[config.mk]
export PLATFORM = sky130hd
export DESIGN_NAME = dds_sweep_ctrl_flat
export DESIGN_NICKNAME = d
export VERILOG_FILES = /design/src/rtl/dds_pkg.sv /design/src/rtl/dds_sweep_ctrl_if.sv /design/src/rtl/dds_dwell_timer.sv /design/src/rtl/dds_sweep_ctrl.sv /design/src/flat_wrapper.sv
export SDC_FILE = /design/constraint.sdc
export NUM_CORES = 1
export LEC_CHECK = 0
export CORE_MARGIN = 2
export CORE_UTILIZATION = 60
export DETAILED_ROUTE_END_ITERATION = 8
export PLACE_DENSITY_LB_ADDON = 0.15
export REMOVE_ABC_BUFFERS = 1
export SLEW_MARGIN = 20
export SYNTH_ARGS = -nofsm -noshare
export SYNTH_HDL_FRONTEND = slang
export SYNTH_SLANG_ARGS = --single-unit
[constraint.sdc]
create_clock -name sys_clk -period 7.4 [get_ports sys_clk]
set_clock_uncertainty 0.1 [all_clocks]
set_input_delay 0.74 -clock sys_clk [delete_from_list [all_inputs] [get_ports sys_clk]]
set_output_delay 0.74 -clock sys_clk [all_outputs]
set_load 0.03 [all_outputs]
[src/rtl/dds_pkg.sv]
// ============================================================================
// Module      : dds_pkg
// Description : Shared types and widths for the DDS sweep controller slice:
//               controller state encoding, default widths, DDS control-field
//               widths and waveform-select encodings.
// Revision    : 1.0 - initial release
// ============================================================================
`default_nettype none

package dds_pkg;

  // Controller state encoding
  typedef enum logic [0:0] {
    IDLE  = 1'b0,
    SWEEP = 1'b1
  } state_e;

  // Default widths of the frequency word and the dwell counter
  localparam int FW_W_DEF    = 17;
  localparam int DWELL_W_DEF = 16;

  // DDS control-field widths
  localparam int PHASE_W = 12;
  localparam int AMP_W   = 5;
  localparam int WAVE_W  = 2;

  // Waveform-select encodings understood by the DDS core
  localparam logic [WAVE_W-1:0] WAVE_SIN = 2'd0;
  localparam logic [WAVE_W-1:0] WAVE_SQU = 2'd1;
  localparam logic [WAVE_W-1:0] WAVE_TRI = 2'd2;

endpackage

`default_nettype wire

[src/rtl/dds_sweep_ctrl_if.sv]
// ============================================================================
// Module      : dds_sweep_ctrl_if
// Description : Sweep-configuration valid/ready bus between the host register
//               block (master) and the sweep controller (slave).
// Revision    : 1.0 - initial release
// ============================================================================
`default_nettype none

interface dds_sweep_ctrl_if #(
  parameter int FW_W    = dds_pkg::FW_W_DEF,
  parameter int DWELL_W = dds_pkg::DWELL_W_DEF
);

  logic                         cfg_valid;
  logic                         cfg_ready;
  logic [FW_W-1:0]              cfg_start_word;
  logic [FW_W-1:0]              cfg_stop_word;
  logic [FW_W-1:0]              cfg_step_word;
  logic [DWELL_W-1:0]           cfg_dwell;
  logic [dds_pkg::WAVE_W-1:0]   cfg_wave_c;
  logic [dds_pkg::PHASE_W-1:0]  cfg_p_word;
  logic [dds_pkg::AMP_W-1:0]    cfg_amplitude;

  modport master (
    output cfg_valid, cfg_start_word, cfg_stop_word, cfg_step_word,
           cfg_dwell, cfg_wave_c, cfg_p_word, cfg_amplitude,
    input  cfg_ready
  );

  modport slave (
    input  cfg_valid, cfg_start_word, cfg_stop_word, cfg_step_word,
           cfg_dwell, cfg_wave_c, cfg_p_word, cfg_amplitude,
    output cfg_ready
  );

endinterface

`default_nettype wire

[src/rtl/dds_dwell_timer.sv]
// ============================================================================
// Module      : dds_dwell_timer
// Description : Loadable down-counter with enable; flags when it sits at zero.
//               Stops at zero until reloaded.
// Revision    : 1.0 - initial release
// ============================================================================
`default_nettype none

module dds_dwell_timer #(
  parameter int DWELL_W = 16
) (
  input  logic               sys_clk,
  input  logic               sys_rst_n,
  input  logic               load,
  input  logic [DWELL_W-1:0] load_val,
  input  logic               en,
  output logic               zero
);

  logic [DWELL_W-1:0] cnt_d;
  logic [DWELL_W-1:0] cnt_q;

  assign zero = (cnt_q == '0);

  // Next count: load wins, otherwise count down while enabled and not at zero
  always_comb begin
    cnt_d = cnt_q;
    if (load) begin
      cnt_d = load_val;
    end else if (en && !zero) begin
      cnt_d = cnt_q - DWELL_W'(1);
    end
  end

  // Counter register
  always_ff @(posedge sys_clk or negedge sys_rst_n) begin
    if (!sys_rst_n) cnt_q <= '0;
    else            cnt_q <= cnt_d;
  end

endmodule

`default_nettype wire

[src/rtl/dds_sweep_ctrl.sv]
// ============================================================================
// Module      : dds_sweep_ctrl
// Description : Frequency-sweep sequencer for the DDS core. Captures a sweep
//               configuration over valid/ready, then steps f_word from the
//               start word toward the stop word, holding each value for the
//               programmed dwell, and pulses sweep_done on completion.
//               Build option DDS_SWEEP_PINGPONG_EN: sweep endlessly between
//               the two endpoints, pulsing sweep_done at each turnaround.
// Revision    : 1.0 - initial release
// ============================================================================
`default_nettype none

module dds_sweep_ctrl
  import dds_pkg::*;
#(
  parameter int FW_W    = FW_W_DEF,
  parameter int DWELL_W = DWELL_W_DEF
) (
  input  logic                sys_clk,
  input  logic                sys_rst_n,
  dds_sweep_ctrl_if.slave     cfg,
  input  logic                start,
  input  logic                abort,
  output logic [FW_W-1:0]     f_word,
  output logic [WAVE_W-1:0]   wave_c,
  output logic [PHASE_W-1:0]  p_word,
  output logic [AMP_W-1:0]    amplitude,
  output logic                busy,
  output logic                sweep_done
);

  state_e               state_d,      state_q;
  logic [FW_W-1:0]      f_word_d,     f_word_q;
  logic [WAVE_W-1:0]    wave_c_d,     wave_c_q;
  logic [PHASE_W-1:0]   p_word_d,     p_word_q;
  logic [AMP_W-1:0]     amplitude_d,  amplitude_q;
  logic                 sweep_done_d, sweep_done_q;
  logic [FW_W-1:0]      start_word_d, start_word_q;
  logic [FW_W-1:0]      stop_word_d,  stop_word_q;
  logic [FW_W-1:0]      step_word_d,  step_word_q;
  logic [DWELL_W-1:0]   dwell_d,      dwell_q;
  logic [FW_W-1:0]      tgt_d,        tgt_q;       // endpoint currently swept toward
  logic                 dir_up_d,     dir_up_q;

  logic                 cap;
  logic                 tmr_load;
  logic                 tmr_en;
  logic                 tmr_zero;

  // Next frequency word one step toward target, clamped at the target.
  // The extra top bit catches both overflow (up) and underflow (down).
  function automatic logic [FW_W-1:0] step_to(
    input logic [FW_W-1:0] f,
    input logic [FW_W-1:0] s,
    input logic [FW_W-1:0] t,
    input logic            up
  );
    logic [FW_W:0] n;
    logic [FW_W-1:0] r;
    if (up) begin
      n = {1'b0, f} + {1'b0, s};
      r = (n > {1'b0, t}) ? t : n[FW_W-1:0];
    end else begin
      n = {1'b0, f} - {1'b0, s};
      r = (n[FW_W] || (n[FW_W-1:0] < t)) ? t : n[FW_W-1:0];
    end
    return r;
  endfunction

  assign cap           = cfg.cfg_valid && (state_q == IDLE);
  assign cfg.cfg_ready = (state_q == IDLE);
  assign busy          = (state_q == SWEEP);
  assign f_word        = f_word_q;
  assign wave_c        = wave_c_q;
  assign p_word        = p_word_q;
  assign amplitude     = amplitude_q;
  assign sweep_done    = sweep_done_q;

  dds_dwell_timer #(
    .DWELL_W (DWELL_W)
  ) u_dwell_timer (
    .sys_clk   (sys_clk),
    .sys_rst_n (sys_rst_n),
    .load      (tmr_load),
    .load_val  (dwell_d - DWELL_W'(1)),
    .en        (tmr_en),
    .zero      (tmr_zero)
  );

  // Config capture, sweep sequencing and abort override
  always_comb begin
    state_d      = state_q;
    f_word_d     = f_word_q;
    wave_c_d     = wave_c_q;
    p_word_d     = p_word_q;
    amplitude_d  = amplitude_q;
    sweep_done_d = 1'b0;
    start_word_d = start_word_q;
    stop_word_d  = stop_word_q;
    step_word_d  = step_word_q;
    dwell_d      = dwell_q;
    tgt_d        = tgt_q;
    dir_up_d     = dir_up_q;
    tmr_load     = 1'b0;
    tmr_en       = 1'b0;

    // A zero amplitude would divide by zero in the DDS; zero dwell is meaningless
    if (cap) begin
      start_word_d = cfg.cfg_start_word;
      stop_word_d  = cfg.cfg_stop_word;
      step_word_d  = cfg.cfg_step_word;
      dwell_d      = (cfg.cfg_dwell == '0) ? DWELL_W'(1) : cfg.cfg_dwell;
      wave_c_d     = cfg.cfg_wave_c;
      p_word_d     = cfg.cfg_p_word;
      amplitude_d  = (cfg.cfg_amplitude == '0) ? AMP_W'(1) : cfg.cfg_amplitude;
    end

    case (state_q)
      IDLE: begin
        // *_word_d already reflect a same-cycle capture
        if (start) begin
          state_d  = SWEEP;
          f_word_d = start_word_d;
          tgt_d    = stop_word_d;
          dir_up_d = (start_word_d <= stop_word_d);
          tmr_load = 1'b1;
        end
      end
      SWEEP: begin
        tmr_en = 1'b1;
        if (tmr_zero) begin
          tmr_load = 1'b1;
          if (f_word_q == tgt_q) begin
            sweep_done_d = 1'b1;
`ifdef DDS_SWEEP_PINGPONG_EN
            tgt_d    = (tgt_q == stop_word_q) ? start_word_q : stop_word_q;
            dir_up_d = ~dir_up_q;
            f_word_d = step_to(f_word_q, step_word_q, tgt_d, dir_up_d);
`else
            state_d  = IDLE;
`endif
          end else begin
            f_word_d = step_to(f_word_q, step_word_q, tgt_q, dir_up_q);
          end
        end
      end
      default: state_d = IDLE;
    endcase

    // Abort beats start and completion, and suppresses the done pulse
    if (abort) begin
      state_d      = IDLE;
      f_word_d     = '0;
      sweep_done_d = 1'b0;
      tmr_load     = 1'b0;
    end
  end

  // State, output and stored-config registers
  always_ff @(posedge sys_clk or negedge sys_rst_n) begin
    if (!sys_rst_n) begin
      state_q      <= IDLE;
      f_word_q     <= '0;
      wave_c_q     <= '0;
      p_word_q     <= '0;
      amplitude_q  <= AMP_W'(1);
      sweep_done_q <= 1'b0;
      start_word_q <= '0;
      stop_word_q  <= '0;
      step_word_q  <= '0;
      dwell_q      <= DWELL_W'(1);
      tgt_q        <= '0;
      dir_up_q     <= 1'b1;
    end else begin
      state_q      <= state_d;
      f_word_q     <= f_word_d;
      wave_c_q     <= wave_c_d;
      p_word_q     <= p_word_d;
      amplitude_q  <= amplitude_d;
      sweep_done_q <= sweep_done_d;
      start_word_q <= start_word_d;
      stop_word_q  <= stop_word_d;
      step_word_q  <= step_word_d;
      dwell_q      <= dwell_d;
      tgt_q        <= tgt_d;
      dir_up_q     <= dir_up_d;
    end
  end

endmodule

`default_nettype wire

[src/flat_wrapper.sv]
// flat-port wrapper written by rule: the top's interface ports become plain ports
module dds_sweep_ctrl_flat import dds_pkg::*;
#(
  parameter int FW_W    = FW_W_DEF,
  parameter int DWELL_W = DWELL_W_DEF
)
  (sys_clk, sys_rst_n, start, abort, f_word, wave_c, p_word, amplitude, busy, sweep_done, cfg_cfg_valid, cfg_cfg_start_word, cfg_cfg_stop_word, cfg_cfg_step_word, cfg_cfg_dwell, cfg_cfg_wave_c, cfg_cfg_p_word, cfg_cfg_amplitude, cfg_cfg_ready);
  dds_sweep_ctrl_if #(.FW_W(FW_W), .DWELL_W(DWELL_W)) cfg_i ();
  input  logic sys_clk;
  input  logic sys_rst_n;
  input  logic start;
  input  logic abort;
  output logic [FW_W-1:0] f_word;
  output logic [WAVE_W-1:0] wave_c;
  output logic [PHASE_W-1:0] p_word;
  output logic [AMP_W-1:0] amplitude;
  output logic busy;
  output logic sweep_done;
  input wire logic [$bits(cfg_i.cfg_valid)-1:0] cfg_cfg_valid;
  input wire logic [$bits(cfg_i.cfg_start_word)-1:0] cfg_cfg_start_word;
  input wire logic [$bits(cfg_i.cfg_stop_word)-1:0] cfg_cfg_stop_word;
  input wire logic [$bits(cfg_i.cfg_step_word)-1:0] cfg_cfg_step_word;
  input wire logic [$bits(cfg_i.cfg_dwell)-1:0] cfg_cfg_dwell;
  input wire logic [$bits(cfg_i.cfg_wave_c)-1:0] cfg_cfg_wave_c;
  input wire logic [$bits(cfg_i.cfg_p_word)-1:0] cfg_cfg_p_word;
  input wire logic [$bits(cfg_i.cfg_amplitude)-1:0] cfg_cfg_amplitude;
  output wire logic [$bits(cfg_i.cfg_ready)-1:0] cfg_cfg_ready;
  assign cfg_i.cfg_valid = cfg_cfg_valid;
  assign cfg_i.cfg_start_word = cfg_cfg_start_word;
  assign cfg_i.cfg_stop_word = cfg_cfg_stop_word;
  assign cfg_i.cfg_step_word = cfg_cfg_step_word;
  assign cfg_i.cfg_dwell = cfg_cfg_dwell;
  assign cfg_i.cfg_wave_c = cfg_cfg_wave_c;
  assign cfg_i.cfg_p_word = cfg_cfg_p_word;
  assign cfg_i.cfg_amplitude = cfg_cfg_amplitude;
  assign cfg_cfg_ready = cfg_i.cfg_ready;
  dds_sweep_ctrl #(.FW_W(FW_W), .DWELL_W(DWELL_W)) u_core (.sys_clk(sys_clk), .sys_rst_n(sys_rst_n), .cfg(cfg_i), .start(start), .abort(abort), .f_word(f_word), .wave_c(wave_c), .p_word(p_word), .amplitude(amplitude), .busy(busy), .sweep_done(sweep_done));
endmodule
==> metrics.md, run 1 <==
| Metric | Value |
|---|---|
| Critical path arrival | 5.78 ns |
| Area fraction in compound gates after synthesis | 18.6% |
| Initial antenna violation count | 0 |
| Starting density of the core | 61.3% |
| Sort of element at the start of the critical path | register |
| Hold Worst Slack | 0.223 ns |
| Vias post-DR | 8685 |
| Xor and xnor fraction of the mapped netlist area | 3.88% |
| Kind of capture point of the worst setup path | register |
| Max Freq | 0.179 GHz |
| Final critical-path setup slack | 1.82 ns |
| TritonCTS sink count | 139 |
| Count of inserted antenna diode cells | 0 |
| Largest area contributor in the netlist | sky130_fd_sc_hd__dfrtp_1 |
| Type of the worst setup path | reg -> reg |
| Insertion delay of the later-clocked pin in the worst-skew pair | 0.43 ns |
| Leakage power | 5.31 nW |
| Cells traversed along the worst timing path | ha_1 > nor2b_1 > o31a_1 > o21ai_0 > a21o_1 > o21ai_0 > xor2_1 > ha_1 > and3_1 > a221o_1 > a2111oi_0 > a21oi_1 > o21ai_1 > buf_4 > o21a_1 > nand2_1 > a311oi_1 |
| GRT overflow | 0 |
| Register clock-pin slew on the reported worst setup and hold paths | 0.07 ns |
| Final Net Count | 1355 |
| DRC Markers | 0 |
| Outcome | finished clean |
| Half-perimeter wire length after detailed placement | 20.0 mm |
| Post-synthesis share of cell area spent on full adders, half adders and majority gates | 11.4% |
| Layout fillers | 1173 |
| Setup-violating endpoint count in the final report | 0 |
| Area of all placed cells without fillers | 11800 um^2 |
| Pin count of the biggest net entering global routing | 80 |
| Largest cells by area after synthesis | sky130_fd_sc_hd__dfrtp_1, sky130_fd_sc_hd__ha_1, sky130_fd_sc_hd__mux2i_1 |
| Leading cell types in the layout, fill and taps excluded | sky130_fd_sc_hd__dfrtp_1, sky130_fd_sc_hd__clkdlybuf4s50_1, sky130_fd_sc_hd__nand2_1 |
| Final ANT Viol Nets | 0 |
| Number of warning messages in the yosys log | 0 |
| Required time reported for the critical path endpoint | 7.60 ns |
| Total core area | 15800 um^2 |
| Capture point of the worst reg-to-reg path | u_core.f_word[2]$_DFFE_PN0P_ |
| Mean Syn Cell Area | 9.10 um^2 |
| Hold-fix buffers at CTS | 0 |
| CTS Root Cell | sky130_fd_sc_hd__clkbuf_16 |
| Resize count post-CTS | 0 |
| Number of distinct library cell variants in the gate-level netlist after synthesis | 74 |
| CP max stage cell | sky130_fd_sc_hd__o21ai_0 |
| Via-per-instance ratio | 6.18 |
| Worst setup timing slack at the placement stage | 2.09 ns |
| Max-cap check violation count | 0 |
| Highest-utilization routing layer at the global route stage | met2 |
| Maximum ir drop on the vdd rail | 0.234 mV |
| Max Transition Viols Final | 0 |
| Routed wire length | 27.2 mm |
| Reg-to-reg slack, setup | 1.82 ns |
| Ys flop type | sky130_fd_sc_hd__dfrtp_1 |
| CTS tree | done |
| Post-CTS setup buffer count | 0 |
| Max transition margin | 40.8% |
| Standard-cell row count | 46 |
| Number of top-level design ports | 130 |
| Multi-input gate area in the final layout | 5710 um^2 |
| Initial drt markers | 970 |
| Met3 Resource Use GR | 6.87% |
| Detail-routed net length per standard cell | 19.3 um |
| Critical path startpoint | u_core.f_word[2]$_DFFE_PN0P_ |
| Count of flip-flops with a built-in enable after synthesis | 0 |
| Routability-driven placement congestion ratio | 1.00 |
| Transition at the pin with the smallest max-transition slack | 0.887 ns |
| Mapped cell area | 9710 um^2 |
| Hold/Removal Path Class | in -> async |
| Beginning of the worst register-to-register path | u_core.f_word[2]$_DFFE_PN0P_ |
| Global-route wire length before repair | 44.6 mm |
| TritonCTS buffer count | 17 |
| Standard cell area after detailed placement | 11200 um^2 |
| Fraction of registers with async set or reset after synthesis | 100% |
| Met1 track demand over resource in global routing | 45.0% |
| Total GRT Usage | 32.2% |
| Die Y | 131 um |
| Sequential cell area fraction in the yosys report | 35.9% |
| Power density normalized to cell area | 276 nW/um^2 |
| Unrepaired setup endpoints after global routing | false |
| Logic depth of the worst register-to-register path | 17 |
| Final Hold Vio Count | 0 |
| Longest Clk Path Bufs | 2 |
| Number of global-route vias before repair | 8499 |
| Count of buffers inserted at the top-level ports | 129 |
| FF/Latch Area | 3480 um^2 |
| Count of H-tree levels built during CTS | 4 |
| Die Width | 131 um |
| Final Critical Period | 5.58 ns |
| Largest stage delay on the critical path | 0.68 ns |
| Post-synthesis mux area share | 9.60% |
| Post-synthesis simple-gate area fraction | 15.1% |
| Count of mapped cells out of synthesis | 1067 |
| Final cycle utilization of the critical path | 75.3% |
| Die ar. | 17200 um^2 |
| Initial DRT Pass Iterations | 5 |
| Most common cell after layout, fill and taps aside | sky130_fd_sc_hd__dfrtp_1 |
| Synth top area share | 35.1% |
| Proportion of layout cells with a drive suffix above 1 | 8.91% |
| Met2 Use GR | 50.6% |
| Largest fanout on the critical path | 8 |
| Largest family of logic cells by synthesized area | compound AO/OA/AOI/OAI gates |
| Area overhead of the layout relative to synthesis | 21.7% |
| Post-synthesis sequential element count | 139 |
[routing by layer]
layer,share of wire [%],up-vias
li1,-,4060
met2,45,407
met4,2.2,0
met1,44,4165
met3,8.2,53
met5,0,-
[worst max path at each step]
stage                                                 endpoint  slack (ns)  cells past startpoint
finish                            u_core.f_word[2]$_DFFE_PN0P_        1.82                     17
global route                      u_core.f_word[2]$_DFFE_PN0P_        1.55                     17
CTS                               u_core.f_word[2]$_DFFE_PN0P_        2.00                     17
detailed placement                u_core.f_word[2]$_DFFE_PN0P_        2.09                     17
global placement                  u_core.f_word[2]$_DFFE_PN0P_        2.16                     17
floorplan           u_core.u_dwell_timer.cnt_q[10]$_DFFE_PN0P_       -0.42                      8
[synth_stat cells, types with 8 or more instances]
cell                         n
sky130_fd_sc_hd__a211oi_1   15
sky130_fd_sc_hd__a21o_1     13
sky130_fd_sc_hd__a21oi_1    62
sky130_fd_sc_hd__a221oi_1    9
sky130_fd_sc_hd__a31oi_1    11
sky130_fd_sc_hd__and3_1      8
sky130_fd_sc_hd__buf_2      10
sky130_fd_sc_hd__clkbuf_1   34
sky130_fd_sc_hd__dfrtp_1   136
sky130_fd_sc_hd__ha_1       85
sky130_fd_sc_hd__inv_1      86
sky130_fd_sc_hd__mux2_2     41
sky130_fd_sc_hd__mux2i_1    47
sky130_fd_sc_hd__nand2_1    90
sky130_fd_sc_hd__nand2b_1   10
sky130_fd_sc_hd__nand3_1    22
sky130_fd_sc_hd__nand4_1     9
sky130_fd_sc_hd__nor2_1     80
sky130_fd_sc_hd__nor2b_1    12
sky130_fd_sc_hd__nor3_1     23
sky130_fd_sc_hd__nor4_1     12
sky130_fd_sc_hd__o21ai_0    58
sky130_fd_sc_hd__o21bai_1    8
sky130_fd_sc_hd__or3_1      13
sky130_fd_sc_hd__xnor2_1    22
sky130_fd_sc_hd__xor2_1     21
[kinds of logic (layout without fill, tap and decap cells)]
logic type,Yosys count,count (layout)
DFF,139,139
xor gates and xnor gates,43,43
adders and majority gates,87,87
muxes,88,88
AOI/OAI and AO/OA,267,267
buffers and inverters,139,262
and+or+nand+nor,304,304
[where the power goes]
group | internal, mW | switching, mW | leakage [nW]
Sequential | 0.895 | 0.133 | 1.66
Combinational | 0.548 | 0.784 | 3.35
Clock | 0.517 | 0.389 | 0.300
Total | 1.96 | 1.31 | 5.31
[state kept, by name, summed over array words and instances, names as in the netlist, 12 cells and up]
register	count
u_core.start_word_q	17
u_core.tgt_q	17
u_core.f_word	17
u_core.u_dwell_timer.cnt_q	16
u_core.stop_word_q	17
u_core.p_word	12
u_core.dwell_q	16
u_core.step_word_q	17
[cell type report]
class	count	share of cell area (%)
Clock buffer	17	3.60
Inverter	90	2.86
Tap cell	216	2.29
Timing Repair Buffer	140	11.7
Multi-Input combinational cell	789	48.3
Sequential cell	139	29.5
Clock inverter	15	1.68
[per-stage QoR]
stage,std cells,util [%],TNS [ns],power (mW)
2_1_floorplan,1018,-,-2.44,1.91
3_3_place_gp,1374,70.7,0,2.32
3_5_place_dp,1374,70.7,0,2.33
4_1_cts,1406,74.6,0,3.25
5_1_grt,1406,74.6,0,3.47
6_report,1406,74.6,0,3.27
[critical path, delay by kind of cell, from the launching register on]
family          cells  cell delay, ns
compound gates     10            3.17
xor+xnor            1            0.18
fa+ha+maj           2            0.76
buf+inv             1            0.29
flops               1            0.44
simple gates        3            0.49
No activity file was read; power rests on OpenSTA's default activity.
==> inputs of run 2 (changes only) <==
--- a/config.mk
+++ b/config.mk
@@ -6,7 +6,7 @@
 export NUM_CORES = 1
 export LEC_CHECK = 0
 export CORE_MARGIN = 2
-export CORE_UTILIZATION = 60
+export CORE_UTILIZATION = 51
 export DETAILED_ROUTE_END_ITERATION = 8
 export PLACE_DENSITY_LB_ADDON = 0.15
 export REMOVE_ABC_BUFFERS = 1
==> constraint.sdc (replaced) <==
create_clock -name sys_clk -period 5.1 [get_ports sys_clk]
set_clock_uncertainty 0.1 [all_clocks]
set_input_delay 0.51 -clock sys_clk [delete_from_list [all_inputs] [get_ports sys_clk]]
set_output_delay 0.51 -clock sys_clk [all_outputs]
set_load 0.03 [all_outputs]
==> run 2 against run 1 <==
Against the previous run:
- register-to-register slack worse by 1.6 ns
- global-route usage decreased by 4.0 points
- critical path depth increased by 1
- maximum frequency up 15%
- via count is essentially flat
- utilization down 11 points
- power rose by 45%
- sequential power up 45%
- final cell count increased by 2.4%
- combinational power up 50%
- die area rose by 17%
- non-clock buffer count is 16 higher
- critical endpoint is now u_core.f_word[12]$_DFFE_PN0P_
==> metrics.md, run 2 (synthesis results as in run 1) <==
| Metric | Value |
|---|---|
| Outcome | finished clean |
| Standard cell area after detailed placement | 11300 um^2 |
| Starting density of the core | 51.9% |
| Initial antenna violation count | 0 |
| Number of global-route vias before repair | 8425 |
| DRC Markers | 0 |
| Die Y | 142 um |
| Kind of capture point of the worst setup path | register |
| Count of H-tree levels built during CTS | 4 |
| Routability-driven placement congestion ratio | 0.987 |
| TritonCTS buffer count | 17 |
| Max Transition Viols Final | 0 |
| Setup-violating endpoint count in the final report | 0 |
| Leading cell types in the layout, fill and taps excluded | sky130_fd_sc_hd__dfrtp_1, sky130_fd_sc_hd__clkdlybuf4s50_1, sky130_fd_sc_hd__nand2_1 |
| Accumulated negative setup slack | 0 ns |
| Final Net Count | 1371 |
| Insertion delay of the later-clocked pin in the worst-skew pair | 0.43 ns |
| Total core area | 18700 um^2 |
| CTS tree | done |
| Final cycle utilization of the critical path | 95.4% |
| Detail-routed net length per standard cell | 19.3 um |
| Critical path arrival | 5.07 ns |
| Initial DRT Pass Iterations | 7 |
| Standard-cell row count | 50 |
| Reg-to-reg slack, setup | 0.23 ns |
| Max transition margin | 40.4% |
| Total GRT Usage | 28.2% |
| Final Hold Vio Count | 0 |
| Half-perimeter wire length after detailed placement | 20.8 mm |
| Power density normalized to cell area | 395 nW/um^2 |
| Max-cap check violation count | 0 |
| Type of the worst setup path | reg -> reg |
| Final Critical Period | 4.87 ns |
| Max Freq | 0.206 GHz |
| Count of buffers inserted at the top-level ports | 129 |
| Proportion of layout cells with a drive suffix above 1 | 10.9% |
| Final ANT Viol Nets | 0 |
| Global-route wire length before repair | 44.2 mm |
| Leakage power | 5.39 nW |
| Final critical-path setup slack | 0.234 ns |
| Via-per-instance ratio | 6.03 |
| Most common cell after layout, fill and taps aside | sky130_fd_sc_hd__dfrtp_1 |
| Routed wire length | 27.8 mm |
| Required time reported for the critical path endpoint | 5.30 ns |
| Register clock-pin slew on the reported worst setup and hold paths | 0.06 ns |
| Initial drt markers | 657 |
| Die ar. | 20100 um^2 |
| TritonCTS sink count | 139 |
| Pin count of the biggest net entering global routing | 52 |
| Count of inserted antenna diode cells | 0 |
| Transition at the pin with the smallest max-transition slack | 0.894 ns |
| Die Width | 142 um |
| Largest fanout on the critical path | 5 |
| Worst setup timing slack at the placement stage | -0.195 ns |
| Hold Worst Slack | 0.402 ns |
| Longest Clk Path Bufs | 2 |
| Hold/Removal Path Class | reg -> reg |
| Vias post-DR | 8680 |
| Area of all placed cells without fillers | 12000 um^2 |
| GRT overflow | 0 |
| Maximum ir drop on the vdd rail | 0.295 mV |
| CTS Root Cell | sky130_fd_sc_hd__clkbuf_16 |
| Number of top-level design ports | 130 |
| Sort of element at the start of the critical path | register |
| Area overhead of the layout relative to synthesis | 23.5% |
## run 2: changes by cell type in the layout (fill, tap and decap cells not counted), sizes merged
cell,delta
inv,-1
bufinv,-1
buf,+15
dlygate4sd3,+1
clkinv,+2
## run 2: area by class of cell
cell class	instances	area, um^2
fill	1573	6720
clock buffer	17	425
clock inverter	15	158
multi-input combinational	789	5750
inverter	90	338
timing repair buffer	156	1540
sequential	139	3480
tap	234	293
## run 2: repair_timing
item | in CTS | in global routing
resized for setup | 3 | 10
setup buffers | 0 | 1
setup endpoints to repair | 16 | 17
hold endpoints to repair | 39 | 0
hold buffers | 1 | 0
## run 2: metal layers
metal	global-route usage (%)	vias up	wire, um
li1	-	4100	-
met3	7.30	46	1940
met5	0	-	0
met2	43.7	329	12600
met4	8.79	0	675
met1	39.0	4205	12600
## run 2: per-stage QoR
step | instances | total power [mW] | utilization, %
2_1_floorplan | 1018 | 2.77 | -
3_3_place_gp | 1406 | 3.40 | 60.6
3_5_place_dp | 1406 | 3.43 | 60.6
4_1_cts | 1439 | 4.70 | 63.8
5_1_grt | 1440 | 5.03 | 64.1
6_report | 1440 | 4.73 | 64.1
## run 2: path summary, 6_finish.rpt
path                                                 startpoint                                 to  cells past startpoint
worst max register to register     u_core.f_word[0]$_DFFE_PN0P_      u_core.f_word[12]$_DFFE_PN0P_                     18
worst min register to register  u_core.amplitude[4]$_DFFE_PN0P_    u_core.amplitude[4]$_DFFE_PN0P_                      1
worst max-delay path               u_core.f_word[0]$_DFFE_PN0P_      u_core.f_word[12]$_DFFE_PN0P_                     18
max in group asynchronous                             sys_rst_n       u_core.dwell_q[12]$_DFF_PN0_                      3
worst min-delay path            u_core.amplitude[4]$_DFFE_PN0P_    u_core.amplitude[4]$_DFFE_PN0P_                      1
min in group asynchronous                             sys_rst_n  u_core.start_word_q[11]$_DFF_PN0_                      2
## run 2: power breakdown
| part | switching, mW | internal, mW | total (mW) |
|---|---|---|---|
| combinational | 1.15 | 0.847 | 2.00 |
| clock | 0.554 | 0.690 | 1.24 |
| sequential | 0.189 | 1.30 | 1.49 |
| total | 1.90 | 2.84 | 4.73 |
## run 2: critical path, stage by stage (launching register included)
cell                       delay, ns
sky130_fd_sc_hd__dfrtp_2        0.44
sky130_fd_sc_hd__ha_1           0.24
sky130_fd_sc_hd__inv_1          0.07
sky130_fd_sc_hd__fa_1           0.20
sky130_fd_sc_hd__o21bai_1       0.13
sky130_fd_sc_hd__a2111o_1       0.51
sky130_fd_sc_hd__a311o_1        0.43
sky130_fd_sc_hd__a21oi_2        0.20
sky130_fd_sc_hd__o21ai_0        0.12
sky130_fd_sc_hd__xnor2_1        0.18
sky130_fd_sc_hd__ha_1           0.25
sky130_fd_sc_hd__nor4_2         0.31
sky130_fd_sc_hd__o21ai_0        0.17
sky130_fd_sc_hd__a22o_1         0.23
sky130_fd_sc_hd__o22ai_2        0.20
sky130_fd_sc_hd__and3_4         0.27
sky130_fd_sc_hd__or3b_2         0.45
sky130_fd_sc_hd__a31oi_1        0.17
sky130_fd_sc_hd__a311oi_1       0.07
